**src/rtl/ps2_key_framer.sv**
```systemverilog
`default_nettype none
// +----------------------------------------------------------------------------+
// | ps2_key_framer: PS/2 deframer folding E0/F0 prefixes into an 11-bit key    |
// | event word; define PS2_PARITY_CHECK_EN to drop odd-parity failures. Rev 1.0 |
// +----------------------------------------------------------------------------+
module ps2_key_framer #(
  parameter int FILT    = 4,
  parameter int TIMEOUT = 20000
) (
  input  logic        clk_sys,
  input  logic        reset,
  input  logic        ps2_clk_in,
  input  logic        ps2_data_in,
  output logic [10:0] ps2_key,
  output logic [7:0]  rx_byte,
  output logic        rx_valid,
  output logic        frame_err
);

  localparam logic [3:0]    FILT_LAST = 4'(FILT - 1);
  localparam int            TW        = (TIMEOUT > 2) ? $clog2(TIMEOUT) : 1;
  localparam logic [TW-1:0] TO_LAST   = TW'(TIMEOUT - 1);

  typedef enum logic [1:0] {
    IDLE   = 2'd0,
    DATA   = 2'd1,
    PARITY = 2'd2,
    STOP   = 2'd3
  } bit_state_t;

  logic          r_clk_s1, r_clk_s2, r_dat_s1, r_dat_s2;
  logic          r_fclk, r_fall;
  logic [3:0]    r_filt_cnt;
  logic [TW-1:0] r_to_cnt;

  bit_state_t    r_state, w_state_nx;
  logic [2:0]    r_bit_cnt, w_bit_cnt_nx;
  logic [7:0]    r_shift, w_shift_nx;
  logic          r_par, w_par_nx;
  logic [7:0]    w_byte_nx;
  logic          w_valid_nx, w_err_nx;
  logic          w_timeout, w_par_bad;

  logic          r_ext, r_rel, w_ext_nx, w_rel_nx;
  logic [10:0]   w_key_nx;

  // Synchronizers idle high so reset release does not look like a falling edge
  always_ff @(posedge clk_sys or posedge reset) begin
    if (reset) begin
      r_clk_s1 <= 1'b1;
      r_clk_s2 <= 1'b1;
      r_dat_s1 <= 1'b1;
      r_dat_s2 <= 1'b1;
    end else begin
      r_clk_s1 <= ps2_clk_in;
      r_clk_s2 <= r_clk_s1;
      r_dat_s1 <= ps2_data_in;
      r_dat_s2 <= r_dat_s1;
    end
  end

  always_ff @(posedge clk_sys or posedge reset) begin
    if (reset) begin
      r_fclk     <= 1'b1;
      r_fall     <= 1'b0;
      r_filt_cnt <= 4'd0;
    end else begin
      r_fall <= r_fclk && !r_clk_s2 && (r_filt_cnt == FILT_LAST);
      if (r_clk_s2 == r_fclk) begin
        r_filt_cnt <= 4'd0;
      end else if (r_filt_cnt == FILT_LAST) begin
        r_fclk     <= r_clk_s2;
        r_filt_cnt <= 4'd0;
      end else begin
        r_filt_cnt <= r_filt_cnt + 4'd1;
      end
    end
  end

  always_ff @(posedge clk_sys or posedge reset) begin
    if (reset) begin
      r_to_cnt <= '0;
    end else if (r_fall) begin
      r_to_cnt <= '0;
    end else if (r_to_cnt != TO_LAST) begin
      r_to_cnt <= r_to_cnt + TW'(1);
    end
  end

  assign w_timeout = (r_state != IDLE) && !r_fall && (r_to_cnt == TO_LAST);

`ifdef PS2_PARITY_CHECK_EN
  assign w_par_bad = ~(^{r_shift, r_par});
`else
  // Parity bit is captured but never allowed to reject a byte
  assign w_par_bad = 1'b0 & ~(^{r_shift, r_par});
`endif

  always_comb begin
    w_state_nx   = r_state;
    w_bit_cnt_nx = r_bit_cnt;
    w_shift_nx   = r_shift;
    w_par_nx     = r_par;
    w_byte_nx    = rx_byte;
    w_valid_nx   = 1'b0;
    w_err_nx     = 1'b0;
    if (r_fall) begin
      case (r_state)
        IDLE: begin
          if (!r_dat_s2) begin
            w_state_nx   = DATA;
            w_bit_cnt_nx = 3'd0;
          end
        end
        DATA: begin
          w_shift_nx   = {r_dat_s2, r_shift[7:1]};
          w_bit_cnt_nx = r_bit_cnt + 3'd1;
          if (r_bit_cnt == 3'd7) w_state_nx = PARITY;
        end
        PARITY: begin
          w_par_nx   = r_dat_s2;
          w_state_nx = STOP;
        end
        STOP: begin
          w_state_nx = IDLE;
          if (!r_dat_s2 || w_par_bad) begin
            w_err_nx = 1'b1;
          end else begin
            w_valid_nx = 1'b1;
            w_byte_nx  = r_shift;
          end
        end
        default: w_state_nx = IDLE;
      endcase
    end else if (w_timeout) begin
      w_state_nx = IDLE;
      w_err_nx   = 1'b1;
    end
  end

  always_ff @(posedge clk_sys or posedge reset) begin
    if (reset) begin
      r_state   <= IDLE;
      r_bit_cnt <= 3'd0;
      r_shift   <= 8'd0;
      r_par     <= 1'b0;
      rx_byte   <= 8'd0;
      rx_valid  <= 1'b0;
      frame_err <= 1'b0;
    end else begin
      r_state   <= w_state_nx;
      r_bit_cnt <= w_bit_cnt_nx;
      r_shift   <= w_shift_nx;
      r_par     <= w_par_nx;
      rx_byte   <= w_byte_nx;
      rx_valid  <= w_valid_nx;
      frame_err <= w_err_nx;
    end
  end

  // Keyboard protocol replies (ACK, BAT, echo, resend, errors) never become key events
  always_comb begin
    w_ext_nx = r_ext;
    w_rel_nx = r_rel;
    w_key_nx = ps2_key;
    if (rx_valid) begin
      case (rx_byte)
        8'hE0: w_ext_nx = 1'b1;
        8'hF0: w_rel_nx = 1'b1;
        8'hFA, 8'hAA, 8'hEE, 8'hFE, 8'h00, 8'hFF: begin
          w_ext_nx = 1'b0;
          w_rel_nx = 1'b0;
        end
        default: begin
          w_key_nx = {~ps2_key[10], ~r_rel, r_ext, rx_byte};
          w_ext_nx = 1'b0;
          w_rel_nx = 1'b0;
        end
      endcase
    end
  end

  always_ff @(posedge clk_sys or posedge reset) begin
    if (reset) begin
      r_ext   <= 1'b0;
      r_rel   <= 1'b0;
      ps2_key <= 11'd0;
    end else begin
      r_ext   <= w_ext_nx;
      r_rel   <= w_rel_nx;
      ps2_key <= w_key_nx;
    end
  end

endmodule
`default_nettype wire

```
**config.mk**
```make
export PLATFORM = sky130hd
export DESIGN_NAME = ps2_key_framer
export DESIGN_NICKNAME = d
export VERILOG_FILES = /design/src/rtl/ps2_key_framer.sv
export SDC_FILE = /design/constraint.sdc
export NUM_CORES = 1
export LEC_CHECK = 0
export CAP_MARGIN = 20
export CORE_MARGIN = 2
export CORE_UTILIZATION = 51
export CTS_BUF_LIST = sky130_fd_sc_hd__clkbuf_16
export DETAILED_ROUTE_END_ITERATION = 16
export PLACE_DENSITY = 0.79
export SLEW_MARGIN = 10
export SYNTH_ARGS = -nofsm -noshare
export SYNTH_HDL_FRONTEND = slang
export SYNTH_SLANG_ARGS = --single-unit
```
**constraint.sdc**
```tcl
create_clock -name clk_sys -period 2.1 [get_ports clk_sys]
set_clock_uncertainty 0.2 [all_clocks]
set_input_delay 0.21 -clock clk_sys [delete_from_list [all_inputs] [get_ports clk_sys]]
set_output_delay 0.21 -clock clk_sys [all_outputs]
set_load 0.02 [all_outputs]
```
==> results of run 1 <==
worst max-delay path by stage:
| stage | startpoint | endpoint | slack (ps) | cells past startpoint |
|---|---|---|---|---|
| 3_5_place_dp | r_to_cnt[0] | r_to_cnt[9] | 7 | 6 |
| 6_report | r_to_cnt[12] | r_state[0] | -30 | 5 |
| 2_1_floorplan | rx_byte[1] | ps2_key[4] | -10 | 5 |
| 3_3_place_gp | rx_byte[1] | ps2_key[8] | 50 | 5 |
| 5_1_grt | r_to_cnt[12] | r_to_cnt[1] | -80 | 6 |
| 4_1_cts | rx_byte[1] | ps2_key[8] | 10 | 5 |
area by class of cell:
type                            instances  area, um^2
Fill cell                             365        1550
Sequential cell                        61        1540
Multi-Input combinational cell        141        1120
Timing Repair Buffer                   50         453
Clock buffer                            9         225
Tap cell                               70        87.6
Clock inverter                          7        83.8
Inverter                               12        45.0
registers in the layout, summed over array words and instances (netlist names):
name and count:
r_clk_s2 1, frame_err 1, ps2_key 11, r_fclk 1, r_to_cnt 15, r_dat_s2 1, r_fall 1, r_state 2
r_ext 1, r_rel 1, rx_byte 8, r_clk_s1 1, r_shift 8, rx_valid 1, r_bit_cnt 3, r_dat_s1 1
r_filt_cnt 4
cell usage in the layout, fill, tap and decap left out, drive strengths merged, types with 4 or more instances in the layout:
cell / count
dfrtp: 56
buf: 26
mux2: 25
clkdlybuf4s50: 24
inv: 15
nor2: 12
a21oi: 11
clkbuf: 9
o21ai: 9
nand2: 8
ha: 8
nand3: 7
nand4: 5
a22o: 5
xor2: 5
dfstp: 5
or3: 5
or4: 4
through the flow:
| stage | TNS [ps] | power (mW) | area, um^2 | std cells | setup slack (ps) |
|---|---|---|---|---|---|
| global placement | 0 | 1.78 | 3150 | 326 | 48.5 |
| detailed placement | 0 | 1.81 | 3150 | 326 | 7.33 |
| finish | -78.1 | 3.33 | 3560 | 350 | -25.7 |
| global route | -556 | 3.50 | 3560 | 350 | -83.4 |
| CTS | 0 | 3.33 | 3460 | 342 | 14.5 |
| floorplan | -43.2 | 1.68 | 2700 | 218 | -10.8 |
layer usage:
layer | track usage [%] | wire length [um]
met2 | 31.9 | 2670
met5 | 0 | 0
met3 | 8.18 | 284
met1 | 22.7 | 2210
met4 | 8.73 | 114
critical path, delay by kind of cell, from the launching register on:
| kind | cells | cell delay [ps] |
|---|---|---|
| AOI/OAI and AO/OA | 1 | 120 |
| and+or+nand+nor | 3 | 1120 |
| buffers and inverters | 1 | 170 |
| DFF | 1 | 390 |
cell families after synthesis:
group           after synthesis
compound gates               37
xor+xnor                      6
fa+ha+maj                     8
buf+inv                      16
flops                        61
mux                          27
simple gates                 63
timing repair:
action,CTS,global route
pin swaps,1,5
gates cloned,0,1
setup endpoints to repair,3,19
setup buffers,0,7
resized for setup,1,11
power breakdown:
group | internal (mW) | leakage (nW) | total, mW | switching [mW]
clock | 1.02 | 0.159 | 1.50 | 0.476
combinational | 0.203 | 0.713 | 0.443 | 0.240
sequential | 1.30 | 0.811 | 1.39 | 0.0978
total | 2.52 | 1.68 | 3.33 | 0.814
==> flow_summary.rst, run 1 <==
.. list-table::
   :header-rows: 1

   * - Metric
     - Value
   * - Outcome
     - finished, violations left
   * - Failing checks
     - negative setup slack
   * - Vias in the first global route
     - 1859
   * - Delay of the slowest critical-path stage
     - 560 ps
   * - Final setup violation count
     - 5
   * - Grt ovf
     - 0
   * - Top-count cell post-synth
     - sky130_fd_sc_hd__dfrtp_1
   * - Worst-Skew Late Latency
     - 320 ps
   * - Wire length per cell after detailed routing
     - 15.1 um
   * - Number of warnings reported in the yosys synthesis log
     - 0
   * - Max-cap viol count
     - 0
   * - Top-level port count
     - 25
   * - Clock tree from TritonCTS
     - built
   * - Wire length of the first global-routing pass
     - 8.78 mm
   * - Post-Syn Instances
     - 218
   * - P per Cell Area
     - 937 nW/um^2
   * - Achievable frequency
     - 0.470 GHz
   * - Min-Delay Path Class
     - input pin to asynchronous set/reset pin
   * - Dpl hpwl
     - 3.26 mm
   * - DRT Pass-1 Iters
     - 4
   * - Worst R2R Path Depth
     - 5
   * - Startpoint of the most critical register-to-register path
     - r_to_cnt[12]
   * - Final-report max-slew violation count
     - 0
   * - Synth area leader
     - sky130_fd_sc_hd__dfrtp_1
   * - Share of synthesized registers carrying an async set or reset
     - 100%
   * - Post-synthesis instance area
     - 2690 um^2
   * - All-layer global routing usage
     - 19.6%
   * - Core area
     - 5110 um^2
   * - Level count of the clock H-tree
     - 3
   * - Transition time at the pin with the least slew margin
     - 505 ps
   * - CP endpoint kind
     - register
   * - Area growth from synthesis to layout
     - 32.2%
   * - Sequential cell area fraction in the yosys report
     - 57.0%
   * - Syn_nets
     - 230
   * - Max-Slew Margin vs Limit
     - 66.3%
   * - Worst endpoint data arrival time
     - 2120 ps
   * - Number of buffer cells added on primary ports
     - 24
   * - Synthesized-area fraction occupied by ao, oa, aoi and oai cells
     - 8.88%
   * - Total Wirelength
     - 5.28 mm
   * - Critical path startpoint category
     - register
   * - Initial DRC Count
     - 144
   * - Fraction of layout cells with a size suffix above 1
     - 33.6%
   * - Largest net degree at the start of global routing
     - 62
   * - Endpoint of the worst-slack reg-to-reg timing path
     - r_state[0]
   * - Number of vias after detailed routing
     - 1944
   * - Leading post-synthesis cells by instance count
     - sky130_fd_sc_hd__dfrtp_1, sky130_fd_sc_hd__mux2_2, sky130_fd_sc_hd__inv_1, sky130_fd_sc_hd__nor2_1, sky130_fd_sc_hd__a21oi_1
   * - RSZ-0062 raised after global routing
     - true
   * - DR vias/cell
     - 5.55
   * - Synthesis-stage register bit count
     - 61
   * - Starting Density
     - 52.7%
   * - Remaining design rule violation count
     - 0
   * - Share of cell area taken by muxes after synthesis
     - 11.2%
   * - Antenna violations before repair
     - 0
   * - Count of antenna diodes in the layout
     - 0
   * - Total CTS buffers
     - 9
   * - Largest family of logic cells by synthesized area
     - simple AND/OR/NAND/NOR gates
   * - Category of the critical setup timing path
     - register to register
   * - Count of clock tree sinks
     - 61
   * - XOR/XNOR share of the synthesized area
     - 1.95%
   * - CTS root buf
     - sky130_fd_sc_hd__clkbuf_16
   * - Final Critical Period
     - 2130 ps
   * - Post-Synth Simple-Gate Area
     - 14.7%
   * - FF-to-FF setup slack
     - -30 ps
   * - Buffer depth of the longest clock path
     - 2
   * - Antenna Violating Nets Remaining
     - 0
   * - Chip Height
     - 76.6 um
   * - Fin util
     - 69.6%
   * - Critical Path RT
     - 2100 ps
   * - Worst IR drop on VDD
     - 0.000620 V
   * - Final worst-path setup slack
     - -25.7 ps
   * - Total die area
     - 5870 um^2
   * - Series of cell instances along the critical path
     - or4b_4 -> nor4_4 -> buf_6 -> nor3b_4 -> o21ai_0
   * - Adder-cell share of the synthesized area
     - 3.72%
   * - Prevailing post-synth register cell
     - sky130_fd_sc_hd__dfrtp_1
   * - Fraction of the cycle the final worst path needs
     - 101%
   * - Max FO, Critical Path
     - 6
   * - Number of failing hold endpoints at the final stage
     - 0
   * - Worst hold margin
     - 73.7 ps
   * - Clock transition time at the flip-flop clock pins of the worst setup and hold paths
     - 50 ps
   * - EDFF count, synth
     - 0
   * - DIE WIDTH
     - 76.6 um
   * - Mean instance size in the synthesized netlist
     - 12.3 um^2
   * - Top post-synthesis cells by area
     - sky130_fd_sc_hd__dfrtp_1, sky130_fd_sc_hd__mux2_2, sky130_fd_sc_hd__dfstp_2
   * - Floorplan row count
     - 26
   * - Static Leak
     - 1.68 nW
   * - Cell with the largest stage delay on the worst path
     - sky130_fd_sc_hd__or4b_4
   * - Area share of the leading cell type in the synthesized netlist
     - 52.1%
   * - Number of buffers inserted for hold repair after clock tree synthesis
     - 0
   * - Distinct cell type count of the synthesized netlist
     - 46
   * - Final GP Congestion
     - 0.780
   * - Nets
     - 287
(Power assumes the default switching activity.)
==> run 2, diff against run 1 <==
--- a/config.mk
+++ b/config.mk
@@ -7,10 +7,12 @@
 export LEC_CHECK = 0
 export CAP_MARGIN = 20
 export CORE_MARGIN = 2
-export CORE_UTILIZATION = 51
+export CORE_UTILIZATION = 56
 export CTS_BUF_LIST = sky130_fd_sc_hd__clkbuf_16
+export CTS_CLUSTER_DIAMETER = 120
 export DETAILED_ROUTE_END_ITERATION = 16
-export PLACE_DENSITY = 0.79
+export MAX_ROUTING_LAYER = met4
+export PLACE_DENSITY = 0.82
 export SLEW_MARGIN = 10
 export SYNTH_ARGS = -nofsm -noshare
 export SYNTH_HDL_FRONTEND = slang
==> constraint.sdc (replaced) <==
create_clock -name clk_sys -period 2.4 [get_ports clk_sys]
set_clock_uncertainty 0.2 [all_clocks]
set_input_delay 0.24 -clock clk_sys [delete_from_list [all_inputs] [get_ports clk_sys]]
set_output_delay 0.24 -clock clk_sys [all_outputs]
set_load 0.02 [all_outputs]
==> flow_summary.rst, run 2 (synthesis gave the netlist of run 1 again) <==
.. list-table::
   :header-rows: 1

   * - Metric
     - Value
   * - Outcome
     - finished, final reports clean
   * - Grt ovf
     - 0
   * - Highest routed layer
     - met4
   * - Final Critical Period
     - 2280 ps
   * - Total Wirelength
     - 4.63 mm
   * - Critical Path RT
     - 2400 ps
   * - Number of buffer and inverter instances along the worst setup path
     - 0
   * - P per Cell Area
     - 798 nW/um^2
   * - Antenna Violating Nets Remaining
     - 0
   * - Largest regs
     - r_to_cnt (15), ps2_key (11)
   * - Final-layout setup total negative slack
     - 0 ps
   * - Post-placement worst setup slack
     - 154 ps
   * - Count of antenna diodes in the layout
     - 0
   * - Wire length of the first global-routing pass
     - 8.12 mm
   * - Largest net degree at the start of global routing
     - 62
   * - Chip Height
     - 73.3 um
   * - Cell with the largest stage delay on the worst path
     - sky130_fd_sc_hd__or4_1
   * - Critical path startpoint category
     - register
   * - Count of clock tree sinks
     - 61
   * - DR vias/cell
     - 5.71
   * - Worst IR drop on VDD
     - 0.000538 V
   * - Fin util
     - 70.0%
   * - Total placed cells including tap cells
     - 298
   * - Starting Density
     - 57.3%
   * - Max reg flops
     - 15
   * - Number of resized instances in the post-cts repair step
     - 0
   * - Vias in the first global route
     - 1752
   * - Worst hold margin
     - 83.3 ps
   * - Number of vias after detailed routing
     - 1792
   * - Fraction of the cycle the final worst path needs
     - 95.0%
   * - Max-cap viol count
     - 0
   * - DRT Pass-1 Iters
     - 4
   * - Category of the critical setup timing path
     - register to register
   * - Worst endpoint data arrival time
     - 2290 ps
   * - Routed metal-1 wire length
     - 2.16 mm
   * - All-layer global routing usage
     - 21.1%
   * - Post-layout power
     - 2.62 mW
   * - CTS root buf
     - sky130_fd_sc_hd__clkbuf_16
   * - Max FO, Critical Path
     - 8
   * - Min-Delay Path Class
     - input pin to asynchronous set/reset pin
   * - Initial DRC Count
     - 175
   * - Met2 wirelength from detailed routing
     - 2.18 mm
   * - Number of failing hold endpoints at the final stage
     - 0
   * - Fillcell total
     - 338
   * - Final-report max-slew violation count
     - 0
   * - FF-to-FF setup slack
     - 120 ps
   * - Final setup violation count
     - 0
   * - Fraction of layout cells with a size suffix above 1
     - 22.7%
   * - Level count of the clock H-tree
     - 3
   * - Worst-Skew Late Latency
     - 320 ps
   * - Most common library cell in the layout ignoring fill and taps
     - sky130_fd_sc_hd__dfrtp_1
   * - Max-Slew Margin vs Limit
     - 49.7%
   * - Floorplan row count
     - 25
   * - Largest register by flop count
     - r_to_cnt
   * - Buffer depth of the longest clock path
     - 2
   * - Dpl hpwl
     - 3.08 mm
   * - DIE WIDTH
     - 73.3 um
   * - CP endpoint kind
     - register
   * - Final GP Congestion
     - 0.787
   * - Clock tree from TritonCTS
     - built
   * - Met3 routed WL
     - 166 um
   * - Nets
     - 267
   * - Core area
     - 4690 um^2
   * - Area growth from synthesis to layout
     - 22.1%
   * - Final non-filler cell area
     - 3290 um^2
   * - Final worst-path setup slack
     - 119 ps
   * - Setup repair bufs after CTS
     - 0
   * - Antenna violations before repair
     - 0
   * - RSZ-0062 raised after global routing
     - false
   * - Series of cell instances along the critical path
     - or4_1 -> a21o_1 -> o211ai_1 -> mux2_2
   * - Total CTS buffers
     - 9
   * - Clock transition time at the flip-flop clock pins of the worst setup and hold paths
     - 50 ps
   * - Number of buffers inserted for hold repair after clock tree synthesis
     - 0
   * - Dominant delay contributor by cell family on the critical path
     - simple AND/OR/NAND/NOR gates
   * - Top-level port count
     - 25
   * - Leading cell types in the layout, fill and taps excluded
     - sky130_fd_sc_hd__dfrtp_1, sky130_fd_sc_hd__mux2_2, sky130_fd_sc_hd__clkdlybuf4s50_1
   * - Wire length per cell after detailed routing
     - 14.8 um
   * - Number of buffer cells added on primary ports
     - 24
   * - Remaining design rule violation count
     - 0
   * - Transition time at the pin with the least slew margin
     - 751 ps
   * - Total die area
     - 5370 um^2
   * - Placement-stage cell area
     - 3030 um^2
   * - Final cell count without fillers
     - 314
   * - Static Leak
     - 1.56 nW
   * - Achievable frequency
     - 0.438 GHz
   * - Delay of the slowest critical-path stage
     - 560 ps
-- run 2: changes by cell type in the layout (fill, tap and decap cells not counted), sizes merged --
cell and delta:
buf -20, clkinvlp -1, bufinv -2, inv +1, clkinv +2
-- run 2: area by class of cell --
type	count	area, um^2	share of cell area [%]
tap	54	67.6	2.06
timing repair buffer	30	298	9.06
multi-input combinational	141	1090	33.1
sequential	61	1530	46.6
inverter	12	45.0	1.37
clock inverter	7	30.0	0.914
clock buffer	9	225	6.85
-- run 2: worst paths after layout --
check / from / end / cells after the start
setup / recovery: rx_byte[4] / ps2_key[6] / 4
hold / removal: reset / ps2_key[7] / 3
setup reg to reg: rx_byte[4] / ps2_key[6] / 4
hold reg to reg: r_dat_s1 / r_dat_s2 / 0
max in group asynchronous: reset / r_fclk / 3
min in group clk_sys: ps2_data_in / r_dat_s1 / 1
-- run 2: power by group --
part,leakage [nW],switching [mW],internal (mW)
Combinational,0.601,0.181,0.139
Sequential,0.819,0.0895,1.13
Clock,0.144,0.405,0.674
-- run 2: layer usage --
metal	vias to the layer above	GRT usage, %
li1	865	-
met1	876	26.3
met2	41	30.3
met3	10	6.31
met4	0	12.7
met5	-	-
-- run 2: worst reg2reg max path, delay by kind of cell, from the launching register on --
family | cells | cell delay [ps]
flops | 1 | 430
compound gates | 2 | 550
mux | 1 | 420
simple gates | 1 | 560
